[config.mk]
export PLATFORM = sky130hd
export DESIGN_NAME = serial_addsub_unit
export DESIGN_NICKNAME = d
export VERILOG_FILES = /design/src/rtl/serial_addsub_unit.sv
export SDC_FILE = /design/constraint.sdc
export NUM_CORES = 1
export LEC_CHECK = 0
export CAP_MARGIN = 10
export CORE_MARGIN = 10
export CORE_UTILIZATION = 40
export DETAILED_ROUTE_END_ITERATION = 10
export GPL_TIMING_DRIVEN = 0
export HOLD_SLACK_MARGIN = 0.02
export SYNTH_ARGS = -nofsm -noshare
export SYNTH_HDL_FRONTEND = slang
export SYNTH_SLANG_ARGS = --single-unit
[constraint.sdc]
create_clock -name CLK -period 4.9 [get_ports CLK]
set_input_delay 0.98 -clock CLK [delete_from_list [all_inputs] [get_ports CLK]]
set_output_delay 0.98 -clock CLK [all_outputs]
set_load 0.02 [all_outputs]
[src/rtl/serial_addsub_unit.sv]
// Bit-serial add/subtract unit: operands are captured on START, processed LSB first
// one bit per clock, and the registered result/flags hold until the next completion.
module serial_addsub_unit #(
  parameter int WIDTH = 8
) (
  input  logic             CLK,
  input  logic             RST,
  input  logic             START,
  input  logic             ABORT,
  input  logic             MODE,
  input  logic [WIDTH-1:0] A,
  input  logic [WIDTH-1:0] B,
  output logic [WIDTH-1:0] SUM,
  output logic             COUT,
  output logic             OVF,
  output logic             BUSY,
  output logic             DONE
);

  localparam int CW = $clog2(WIDTH + 1);

  typedef enum logic [1:0] {S_IDLE, S_SHIFT, S_DONE} state_t;

  // Request/completion handshake: START is a level request sampled only in IDLE;
  // DONE stays high until START is seen low, so a held START never retriggers.
  state_t           state;
  logic [WIDTH-1:0] op_a;
  logic [WIDTH-1:0] op_b;
  logic [WIDTH-2:0] partial;
  logic             carry;
  logic [CW-1:0]    count;

  logic             s_bit;
  logic             c_next;
  logic             last_step;
  logic [WIDTH-1:0] shifted;

  assign s_bit     = op_a[0] ^ op_b[0] ^ carry;
  assign c_next    = (op_a[0] & op_b[0]) | (op_a[0] & carry) | (op_b[0] & carry);
  assign shifted   = {s_bit, partial};
  assign last_step = (count == CW'(WIDTH - 1));

  assign BUSY = (state == S_SHIFT);
  assign DONE = (state == S_DONE);

  always_ff @(posedge CLK or posedge RST) begin
    if (RST) begin
      state   <= S_IDLE;
      op_a    <= '0;
      op_b    <= '0;
      partial <= '0;
      carry   <= 1'b0;
      count   <= '0;
      SUM     <= '0;
      COUT    <= 1'b0;
      OVF     <= 1'b0;
    end else begin
      case (state)
        S_IDLE: begin
          if (START) begin
            op_a    <= A;
            op_b    <= MODE ? ~B : B;
            carry   <= MODE;
            count   <= '0;
            partial <= '0;
            state   <= S_SHIFT;
          end
        end
        S_SHIFT: begin
          if (ABORT) begin
            state <= S_IDLE;
          end else begin
            partial <= shifted[WIDTH-1:1];
            op_a    <= op_a >> 1;
            op_b    <= op_b >> 1;
            carry   <= c_next;
            count   <= count + CW'(1);
            // On the MSB step the current carry is the MSB carry-in.
            if (last_step) begin
              SUM   <= shifted;
              COUT  <= c_next;
              OVF   <= carry ^ c_next;
              state <= S_DONE;
            end
          end
        end
        S_DONE: begin
          if (!START) state <= S_IDLE;
        end
        default: state <= S_IDLE;
      endcase
    end
  end

endmodule

==> results of run 1 <==
==> power by group through the flow <==
stage	sequential, W	clock [W]	combinational, W
6_report	0.000443	0.000269	0.000215
3_3_place_gp	0.000445	0	0.000212
5_1_grt	0.000452	0.000293	0.000247
2_1_floorplan	0.000438	0	0.000158
3_5_place_dp	0.000450	0	0.000220
4_1_cts	0.000444	0.000274	0.000220
==> kinds of logic (layout without fill, tap and decap cells) <==
logic type / count (synthesis) / after routing
adder cells (fa/ha/maj): 2 / 2
buffers and inverters: 14 / 53
AO/OA/AOI/OAI: 30 / 30
flip-flops: 40 / 40
XOR/XNOR: 9 / 9
multiplexers: 26 / 26
AND/OR/NAND/NOR: 43 / 43
==> worst max path at each step <==
stage / start / endpoint / slack (ps) / cells after the start
final: state[0] / BUSY / 1730 / 5
after global routing: state[0] / BUSY / 1650 / 5
after CTS: state[0] / BUSY / 1730 / 5
after detailed placement: START / op_b[0] / 1980 / 5
after global placement: START / op_b[0] / 1970 / 5
after floorplan: ABORT / COUT / 2710 / 4
==> Yosys cell counts (all sizes together) <==
cell type and n:
fa 1, nor3b 2, inv 2, xnor2 7, mux2 17, a22o 3
o21ai 25, a21oi 1, a21o 1, buf 10, clkbuf 1, ha 1
nand3 16, or2b 1, clkinv 1, nand4 1, or3 1, nor3 1
xor2 2, mux2i 9, and2b 1, nand2 17, nor2 1, or3b 2
dfrtp 40
==> sequential cells by signal, indices dropped and copies added (netlist names) <==
register  count
carry         1
COUT          1
op_b          8
state         2
count         4
SUM           8
OVF           1
partial       7
op_a          8
==> final cells by class <==
cell class                 count  area, um2
clock inverter                 2       35.0
sequential                    40       1000
buffer                        11       77.6
timing repair buffer          31        310
clock buffer                   6       72.6
fill                         406       2090
multi-input combinational    110        785
inverter                       3       11.3
tap                           52       65.1
==> layer usage <==
metal,part of all wire [%],wire length (um)
met5,0,0
met4,1.8,73
met3,7.3,295
met2,47,1890
met1,44,1780
==> cell usage in the layout (no fill, tap or decap), types with 2 or more instances in the layout <==
cell / n
xnor2_1: 7
mux2i_1: 9
clkbuf_1: 2
a22o_1: 3
o21ai_0: 25
nor3b_1: 2
mux2_4: 2
nand2_1: 17
buf_6: 4
clkdlybuf4s50_1: 31
nand3_1: 16
dfrtp_1: 40
buf_2: 5
clkbuf_8: 5
mux2_2: 15
xor2_1: 2
==> metrics by stage <==
| step | utilization, % | area, um2 | power, W | hold slack (ps) | cells |
|---|---|---|---|---|---|
| final | 53.0 | 2360 | 0.000927 | 512 | 255 |
| after global routing | 53.0 | 2360 | 0.000992 | 527 | 255 |
| after floorplan | - | 1870 | 0.000595 | 463 | 164 |
| after CTS | 53.0 | 2360 | 0.000938 | 514 | 255 |
| after global placement | 50.6 | 2250 | 0.000656 | 483 | 247 |
| after detailed placement | 50.6 | 2250 | 0.000670 | 495 | 247 |
==> results by group, run 1 <==
Job
  • Maximum Capacitance Violations: 0

Synthesis
  • Leading area contributor after synthesis: dfrtp_1
  • Share of synthesized area occupied by flip-flops and latches: 53.4%
  • Synth top area cells: dfrtp_1, mux2_2, o21ai_0
  • #FFs+latches synth: 40
  • Post-synthesis xor/xnor area fraction: 4.21%
  • Adder-cell share of the synthesized area: 1.74%
  • Synth Instances: 164
  • Synthesized area per cell: 11.4 um2
  • Synth Warn #: 0
  • Mux contribution to synthesized area: 15.4%
  • Main combinational cell family by area after synthesis: multiplexers
  • Compound-Gate Fraction of Synth Area: 8.74%
  • Syn nets: 187
  • Distinct cell type count after synthesis: 29
  • Post-Synth Simple-Gate Area: 11.7%
  • Share of the synthesized area in the top cell type: 53.4%
  • Cell Area, Synth: 1870 um2

Worst setup path
  • Critical Path AT: 2190 ps
  • Max stage delay on crit path: 630 ps
  • CP max stage cell: clkdlybuf4s50_1
  • Crit Reg-Reg Startpoint: state[0]
  • CP Max Fanout: 10
  • Crit Reg-Reg Endpoint: op_b[1]
  • Number of buffers and inverters on the critical path: 4
  • R2R depth: 5
  • Register-to-register setup slack: 2970 ps
  • Crit. End Element: output port
  • CP Class: flop to output port
  • CP cell instances: buf_6, or2b_1, buf_2, clkinv_1, clkdlybuf4s50_1
  • Crit-path leading delay family: buffers and inverters
  • Critical Path Start Type: flop
  • Req. time, crit path: 3920 ps

STA
  • Peak Freq: 316 MHz
  • Slew Viols, Final: 0
  • Final Hold Viols: 0
  • RSZ-0062 raised after global routing: false
  • Min Tclk post-route: 3170 ps
  • Worst Skew: 2.68 ps
  • Crit path setup slack, layout: 1730 ps
  • Tcrit/Tclk final: 64.6%
  • Final setup vio count: 0
  • Worst-Margin Slew: 852 ps
  • Slew margin rel.: 43.1%
  • Final setup TNS: 0 ps

Die
  • Die height: 88.5 um
  • Initial Utilization: 42.2%
  • Io pins: 33
  • Core Rows: 24
  • Core Footprint: 4440 um2
  • Die area: 7820 um2
  • Die width: 88.5 um

Clocking
  • Root buf cell: clkbuf_8
  • CTS Hold Bufs: 0
  • Htree depth: 2
  • CTS buffer count: 5
  • CTS clk-pin slew, worst paths: 80 ps
  • Post-cts resize count: 0
  • Max Root-Sink Buffers: 2
  • Sink Count: 40
  • CTS tree: built
  • Post-CTS Setup Inserts: 0
  • Worst-Skew Late Latency: 290 ps

Power and ir drop
  • Sequential group share of total power: 47.8%
  • P_sw: 0.000266 W
  • Sw Share: 28.7%
  • Leakage: 1.07 nW
  • Clock power share: 29.0%
  • P_int: 0.000661 W
  • Power per Cell Area: 393 nW/um2
  • Worst VDD drop: 0.209 mV
  • Combinational share of power: 23.2%

Placed design
  • RD Place Congestion: 0.739
  • HPWL Detailed: 2860 um
  • IO Port Bufs: 31
  • Pre-CTS setup slack: 1980 ps

GRT
  • Tot GR Track Use: 11.5%
  • Global-route wire length before repair: 6980 um
  • Met2 Use GR: 17.8%
  • Largest net degree at the start of global routing: 41
  • Most Crowded Layer GR: met2
  • Initial antenna violation count: 0
  • GRT overflow: 0
  • M3 GR Usage: 4.69%
  • Vias in the first global route: 1430
  • Routing usage on met1: 13.8%

Routing
  • Post-route ant nets: 0
  • Via count: 1332
  • # DRC: 0
  • DRT iter0 DRCs: 53
  • Routed WL: 4040 um
  • Avg Vias per Cell: 5.22
  • Avg WL per Cell: 15.8 um
  • First-pass DRT Iterations: 4

Hold path
  • Hold path start: SUM[0]
  • Hold Path End: SUM[0]
  • Min-Delay Path Class: flop to flop
  • Hold path depth: 1

Finish
  • Ant diodes: 0
  • Area growth syn-to-layout: 25.8%
  • Proportion of layout cells with a drive suffix above 1: 18.2%
  • Layout net count: 225

Run status
  • Status: finished, final reports clean
(Power assumes the default switching activity.)
==> inputs of run 2 (changes only) <==
- clock period: 4.9 -> 3.21 ns (I/O delays scaled with it)
==> results of run 2 <==
The final DEF is identical to that of run 1. Status: finished, final reports clean.
Main changes from that run: setup slack after placement 1980 ps -> 630 ps; setup slack after layout 1730 ps -> 380 ps; register-to-register setup slack 2970 ps -> 1280 ps; total power 0.000927 W -> 0.00142 W; worst IR drop on VDD 0.209 mV -> 0.318 mV
==> inputs of run 3 (changes only) <==
- PLACE_DENSITY: not set -> 0.74
- SETUP_SLACK_MARGIN: not set -> 0.4
==> run 3 against run 2 <==
  * First-iteration DRC count decreased by 13%
  * Flip-flop and latch count unchanged
  * Total power decreased by 5.2%
  * Critical path depth unchanged
  * Sequential share of layout area increased by 0.20 points
  * Clock skew about the same
  * Routed wire length decreased by 9.8%
  * Sequential power about the same
  * Combinational power decreased by 2%
  * Largest power group unchanged
  * Highest routed layer unchanged
==> results by group, run 3 (synthesized netlist as in run 1, its figures left out) <==
Finish
  • Area growth syn-to-layout: 25.2%
  • Regs by FF count: SUM x8, op_a x8, op_b x8
  • Layout net count: 225 (unchanged)
  • Fillcell total: 421 (+3.7%)
  • Commonest non-fill, non-tap cell in the layout: dfrtp_1
  • Proportion of layout cells with a drive suffix above 1: 18.2% (unchanged)
  • Ant diodes: 0 (unchanged)
  • Commonest cells after routing, fill and taps aside: dfrtp_1, clkdlybuf4s50_1, o21ai_0, nand2_1, nand3_1

STA
  • Hold slack: 504 ps (-8.26 ps)
  • Worst-Margin Slew: 816 ps (-36.1 ps)
  • Tcrit/Tclk final: 82.9%
  • Final Hold Viols: 0 (unchanged)
  • Slew Viols, Final: 0 (unchanged)
  • Peak Freq: 376 MHz
  • Final setup TNS: 0 ps (unchanged)
  • Slew margin rel.: 45.5% (+2.4 points)
  • Min Tclk post-route: 2660 ps
  • RSZ-0062 raised after global routing: false
  • Final setup vio count: 0 (unchanged)
  • Worst Skew: 2.18 ps (-0.499 ps)

Worst setup path
  • Worst path depth: 5 (unchanged)
  • Crit-path leading delay family: buffers and inverters
  • Critical Path Start Type: flop
  • Critical Path AT: 2020 ps (-170 ps)
  • CP Class: flop to output port
  • CP max stage cell: clkdlybuf4s50_1
  • CP Max Fanout: 10 (unchanged)
  • Number of buffers and inverters on the critical path: 4 (unchanged)
  • R2R depth: 5 (unchanged)
  • CP cell instances: buf_6, or2b_1, clkbuf_4, clkinvlp_4, clkdlybuf4s50_1
  • Crit. End Element: output port
  • Max stage delay on crit path: 630 ps (about the same)
  • Crit Reg-Reg Endpoint: op_b[1]
  • Req. time, crit path: 2570 ps
  • Register-to-register setup slack: 1310 ps
  • Crit Reg-Reg Startpoint: state[0]

Routing
  • DRT iter0 DRCs: 46 (-13%)
  • Post-route ant nets: 0 (unchanged)
  • Via count: 1318 (-1.1%)
  • Avg WL per Cell: 14.3 um (-9.8%)
  • Avg Vias per Cell: 5.17 (-1.1%)
  • Routed WL: 3640 um (-9.8%)
  • # DRC: 0 (unchanged)
  • First-pass DRT Iterations: 4 (unchanged)

Power and ir drop
  • Worst VDD drop: 0.353 mV
  • Power per Cell Area: 572 nW/um2
  • Leakage: 1.06 nW (-0.98%)

Clocking
  • Max Root-Sink Buffers: 2 (unchanged)
  • CTS buffer count: 5 (unchanged)
  • Sink Count: 40 (unchanged)
  • Htree depth: 2 (unchanged)
  • CTS tree: built
  • CTS Hold Bufs: 0 (unchanged)
  • Post-CTS Setup Inserts: 0 (unchanged)
  • Worst-Skew Late Latency: 290 ps (about the same)
  • CTS clk-pin slew, worst paths: 70 ps (about the same)
  • Root buf cell: clkbuf_8

Die
  • Die height: 88.5 um (unchanged)
  • Die width: 88.5 um (unchanged)
  • Initial Utilization: 42.2% (unchanged)
  • Core Footprint: 4440 um2 (unchanged)
  • Core Rows: 24 (unchanged)
  • Die area: 7820 um2 (unchanged)
  • Io pins: 33 (unchanged)

Job
  • Maximum Capacitance Violations: 0 (unchanged)

Run status
  • Status: finished, final reports clean

Hold path
  • Hold path start: op_a[1]
  • Hold path depth: 2 (+1)
  • Hold Path End: op_a[1]
  • Min-Delay Path Class: flop to flop

Placed design
  • RD Place Congestion: 0.736 (-0.47%)
  • HPWL Detailed: 2630 um (-8.2%)
  • IO Port Bufs: 31 (unchanged)

GRT
  • Largest net degree at the start of global routing: 41 (unchanged)
  • Tot GR Track Use: 10.5% (-0.96 points)
  • Initial antenna violation count: 0 (unchanged)
  • Vias in the first global route: 1397 (-2.3%)
  • GRT overflow: 0 (unchanged)
  • Global-route wire length before repair: 6360 um (-8.8%)
run 3: how the worst max path moves through the flow:
stage	from	to	slack (ps)
after floorplan	ABORT	COUT	1360
after global placement	START	op_b[0]	680
after detailed placement	START	op_b[1]	670
after CTS	state[0]	BUSY	410
after global routing	state[0]	BUSY	420
final	state[0]	BUSY	550
run 3: final cells by class:
class	count	area, um2	share of cell area, %
timing repair buffer	31	310	13.2
inverter	3	15.0	0.640
clock buffer	8	90.1	3.84
sequential	40	1000	42.7
buffer	11	80.1	3.41
tap	52	65.1	2.77
multi-input combinational	110	785	33.4
run 3: what timing repair did:
item	CTS	global route
gates resized for setup	0	2
endpoints found under the hold margin	0	0
setup endpoints to repair	0	1
run 3: report_power, final:
| part | internal, W | leakage, nW | switching [W] |
|---|---|---|---|
| clock network | 0.000175 | 0.0455 | 0.000165 |
| logic | 0.000170 | 0.486 | 0.000154 |
| registers | 0.000608 | 0.526 | 0.0000702 |
| total | 0.000953 | 1.06 | 0.000389 |
run 3: metrics by stage:
stage / utilization [%] / cells / setup WS, ps / total power [W] / area (um2)
floorplan: - / 164 / 1360 / 0.000909 / 1870
finish: 52.8 / 255 / 548 / 0.00134 / 2350
global route: 52.8 / 255 / 422 / 0.00144 / 2350
detailed placement: 50.6 / 247 / 674 / 0.00101 / 2250
global placement: 50.6 / 247 / 683 / 0.000998 / 2250
CTS: 52.6 / 255 / 408 / 0.00136 / 2340
run 3: worst register-to-register path, cell delays in order, from the launching register on:
cell,delay (ps)
dfrtp_1,390
buf_6,140
nor3b_1,570
nor2_2,200
buf_6,200
mux2_4,290
run 3: routing by layer:
layer  track usage [%]  part of all wire, %
met5                 0                    0
met4              6.17                  2.4
met3              3.68                  6.8
met2              16.3                   45
met1              12.3                   46
==> RTL change 1: new RTL, flow settings as in run 2 <==
The 3 states of `state_t` get a one-hot encoding in 3 bits.
--- a/src/rtl/serial_addsub_unit.sv
+++ b/src/rtl/serial_addsub_unit.sv
@@ -19,7 +19,7 @@
 
   localparam int CW = $clog2(WIDTH + 1);
 
-  typedef enum logic [1:0] {S_IDLE, S_SHIFT, S_DONE} state_t;
+  typedef enum logic [2:0] {S_IDLE = 3'b001, S_SHIFT = 3'b010, S_DONE = 3'b100} state_t;
 
   // Request/completion handshake: START is a level request sampled only in IDLE;
   // DONE stays high until START is seen low, so a held START never retriggers.
Function: no difference found for any inputs over 10 cycles, from zero or initial values and one cycle with RST high; not proved beyond that.
==> RTL change 1 against run 2 <==
  * Sequential cell count up 1
  * Via count fell by 8.8%
  * First-iteration DRC count up 21%
  * Non-clock buffer count down 3
  * Combinational power increased by 29%
  * Cell area rose by 5.5%
  * Routed wire length is 6.8% lower
  * Total power rose by 5.0%
  * Cell count is 1.6% lower
  * Synthesized area is 7.1% higher
  * Die area up 5.5%
  * Worst setup slack better by 110 ps
  * Largest power group unchanged
  * Highest routed layer unchanged
==> RTL change 1: results (changes against run 2) <==
Timing
  – Final Skew: 8.34 ps (+5.66 ps)
  – Maximum clock frequency: 0.367 GHz (+4.0%)
  – Worst hold slack: 502 ps (-10.2 ps)
  – Worst-Margin Slew: 847 ps (-5.04 ps)

Placement
  – Inst Count DP: 243 (-1.6%)
  – Dpl cell area: 0.00240 sq mm (+6.7%)
  – Setup Slack @ Placement: 637 ps (+7.77 ps)
  – Dpl hpwl: 2670 microns (-6.8%)
  – RD Place Congestion: 0.746 (+0.92%)

Global routing
  – Met2 usage in global routing: 14.8% (-3.0 points)
  – First-pass GRT wire length: 6490 microns (-6.9%)
  – Met1 Track Usage GR: 11.5% (-2.3 points)
  – Number of global-route vias before repair: 1,340 (-6.3%)
  – Largest net degree at the start of global routing: 42 (+2.4%)
  – Gr usage total: 9.65% (-1.8 points)
  – Met3 usage: 4.41% (-0.28 points)

Synthesis
  – Largest cells by area after synthesis: dfrtp_1 50%, mux2_2 16%, mux2i_1 5.0%, a22o_1 3.5%, xor2_1 3.5%
  – Sequential area share after synthesis: 51.2% (-2.2 points)
  – Post-synth top cells: 40 x dfrtp_1, 28 x mux2_2, 10 x mux2i_1
  – Number of synthesized flops with an enable pin: 0 (unchanged)
  – Netlist cell types: 37 (+28%)
  – Synth Net Count: 168 (-10%)
  – Gate Count Post-Synth: 145 (-12%)

Route
  – Number of vias per cell: 4.84 (-7.3%)
  – Final WL: 3770 microns (-6.8%)
  – Initial DRC Count: 64 (+21%)
  – Met2 wire length: 1680 microns (-11%)
  – Drt wl/cell: 15.0 microns (-5.3%)
  – Routed length on met3: 234 microns (-21%)
  – WL met1: 1790 microns (+0.62%)
  – First-pass iteration count of the detailed router: 2 (-2)

Outcome
  – Status: finished, final reports clean

Pwr
  – Clock Power Share: 22.7% (-6.3 points)
  – Peak VDD IR: 0.286 mV (-10%)
  – Int Pwr: 1.05 mW (+3.8%)
  – Sequential power: 0.724 mW (+7.1%)
  – Clk power: 0.337 mW (-18%)
  – P_leak: 1.10 nW (+3.4%)

Setup path
  – Worst R2R Start: state[0]
  – Critical path origin: state[2]
  – Critical path data arrival time: 2080 ps (-110 ps)
  – Crit Reg-Reg Endpoint: op_b[6]

Clocking
  – Clock transition at path regs: 80 ps (about the same)
  – Postcts setup bufs: 0 (unchanged)

Layout
  – NonClk Buf Share: 15.6% (-0.81 points)
  – FILL cells: 426 (+4.9%)
  – Final-layout clock buffer total: 5 (-1)
  – Multi-input logic area: 878 sq um (+12%)
  – Bufs w/o clock: 39 (-7.1%)
  – Fraction of area in registers: 41.3% (-1.2 points)
  – Fraction of layout cells with a size suffix above 1: 29.9% (+12 points)
  – # nets final: 206 (-8.4%)
  – Number of non-clock inverters in the layout: 6 (+3)
  – Seq cells: 41 (+2.5%)
  – Clk cell area share: 3.47% (-1.1 points)

Worst hold path
  – Worst Hold Path EP: count[3]

Floorplanning
  – Row cnt: 25 (+4.2%)
RTL change 1: cell types whose count changed in the layout (fill, tap and decap cells not counted), moves of 4 or more:
| cell | run 2 | this run |
|---|---|---|
| a22o_1 | 3 | 8 |
| xor2_1 | 2 | 8 |
| mux2_2 | 15 | 28 |
| o21ai_0 | 25 | 1 |
| xnor2_1 | 7 | 2 |
| inv_1 | 1 | 5 |
| nand3_1 | 16 | 1 |
| nand2_1 | 17 | 2 |
RTL change 1: cells by family after synthesis:
| group | share of synthesized area [%] |
|---|---|
| DFF | 51.2 |
| buffers and inverters | 5.05 |
| and+or+nand+nor | 6.61 |
| AOI/OAI and AO/OA | 7.48 |
| adders and majority gates | 1.62 |
| xor gates and xnor gates | 4.36 |
| muxes | 23.7 |
RTL change 1: how the worst max path moves through the flow:
stage              end  depth (start not counted)
3_5_place_dp   op_b[6]                          5
6_report          BUSY                          5
4_1_cts           BUSY                          5
2_1_floorplan  op_a[0]                          4
3_3_place_gp   op_b[5]                          5
5_1_grt           BUSY                          5
==> RTL change 2: new RTL, flow settings as in run 2 <==
Without the edit above. Set the parameter `WIDTH` to 16 (it was 8).
--- a/src/rtl/serial_addsub_unit.sv
+++ b/src/rtl/serial_addsub_unit.sv
@@ -1,7 +1,7 @@
 // Bit-serial add/subtract unit: operands are captured on START, processed LSB first
 // one bit per clock, and the registered result/flags hold until the next completion.
 module serial_addsub_unit #(
-  parameter int WIDTH = 8
+  parameter int WIDTH = 16
 ) (
   input  logic             CLK,
   input  logic             RST,
Ports: changed (resized A, B and SUM); port bits go from 33 to 57. The function was not compared with the original's and may differ.
==> RTL change 2 against run 2 <==
  * Total power rose by 74%
  * Worst setup slack got worse by 18 ps
  * Hold slack lost 22 ps
  * Critical path depth is the same
  * Synthesized area increased by 88%
  * Clock power is 53% higher
  * Sequential cell count rose by 33
  * Sequential power grew 82%
  * Routed wire length rose by 69%
  * Global-route usage about the same
  * Cell area grew 86%
  * Largest power group unchanged
==> RTL change 2: results (changes against run 2) <==
Synthesis
  – Mux contribution to synthesized area: 25.4% (+10 points)
  – Synth Net Count: 332 (+78%)
  – Sequential area share after synthesis: 52.0% (-1.4 points)
  – Compound-gate portion of the synthesized area: 4.84% (-3.9 points)
  – Post-synth top cells: 73 x dfrtp_1, 47 x mux2_2, 34 x nand2_1
  – Post-Synth XOR/XNOR Area: 4.23% (+0.029 points)

Route
  – Final WL: 6820 microns (+69%)
  – Number of vias per cell: 4.87 (-6.7%)
  – Met2 wire length: 3260 microns (+73%)

Placement
  – RD Place Congestion: 0.717 (-3.0%)
  – Dpl hpwl: 5010 microns (+75%)
  – Input/output buffers: 55 (+77%)

Pwr
  – P_leak: 1.94 nW (+82%)
  – Peak VDD IR: 0.315 mV (-1.0%)

Layout
  – Multi-input logic area: 0.00150 sq mm (+91%)
  – Fraction of layout cells with a size suffix above 1: 21.4% (+3.2 points)
  – Regs by FF count: SUM x16, op_a x16, op_b x16
  – Fraction of area in registers: 41.6% (-0.86 points)

Clocking
  – CTS sink count: 73 (+83%)
  – H-Tree Depth: 3 (+1)

Setup path
  – Worst R2R Start: count[0]
  – R2R cell count: 6 (+1)
  – Critical path data arrival time: 2210 ps (+20 ps)

Outcome
  – Status: finished, final reports clean

Global routing
  – Met2 usage in global routing: 17.8% (-0.023 points)
  – Number of global-route vias before repair: 2,464 (+72%)
  – Met1 Track Usage GR: 14.3% (+0.53 points)

Worst hold path
  – Worst Hold Path EP: op_b[1]
  – Worst Min Path Start: op_b[1]
-- RTL change 2: how the worst max path moves through the flow --
stage | to | depth (start not counted)
after global routing | BUSY | 5
final | BUSY | 5
after detailed placement | op_b[1] | 6
after CTS | BUSY | 5
after global placement | SUM[3] | 2
after floorplan | COUT | 1
-- RTL change 2: per-stage QoR --
stage          hold slack [ps]  instances  power (mW)  worst slack, ps  utilization, %
2_1_floorplan              456        292        1.68              715               -
3_3_place_gp               467        455        1.84             -637            48.7
3_5_place_dp               475        456        1.87              694            48.9
4_1_cts                    490        472        2.50              313            50.8
5_1_grt                    519        472        2.65              221            50.8
6_report                   490        472        2.46              362            50.8
-- RTL change 2: report_power, final --
group          internal, mW  switching (mW)
Sequential             1.12           0.112
Clock                 0.304           0.324
Combinational         0.352           0.249
Total                  1.77           0.685
-- RTL change 2: worst register-to-register path: cells and delay by family (launching register included) --
family,cells,cell delay [ps]
and+or+nand+nor,2,360
buffers and inverters,1,260
adders and majority gates,2,340
DFF,1,420
muxes,1,370
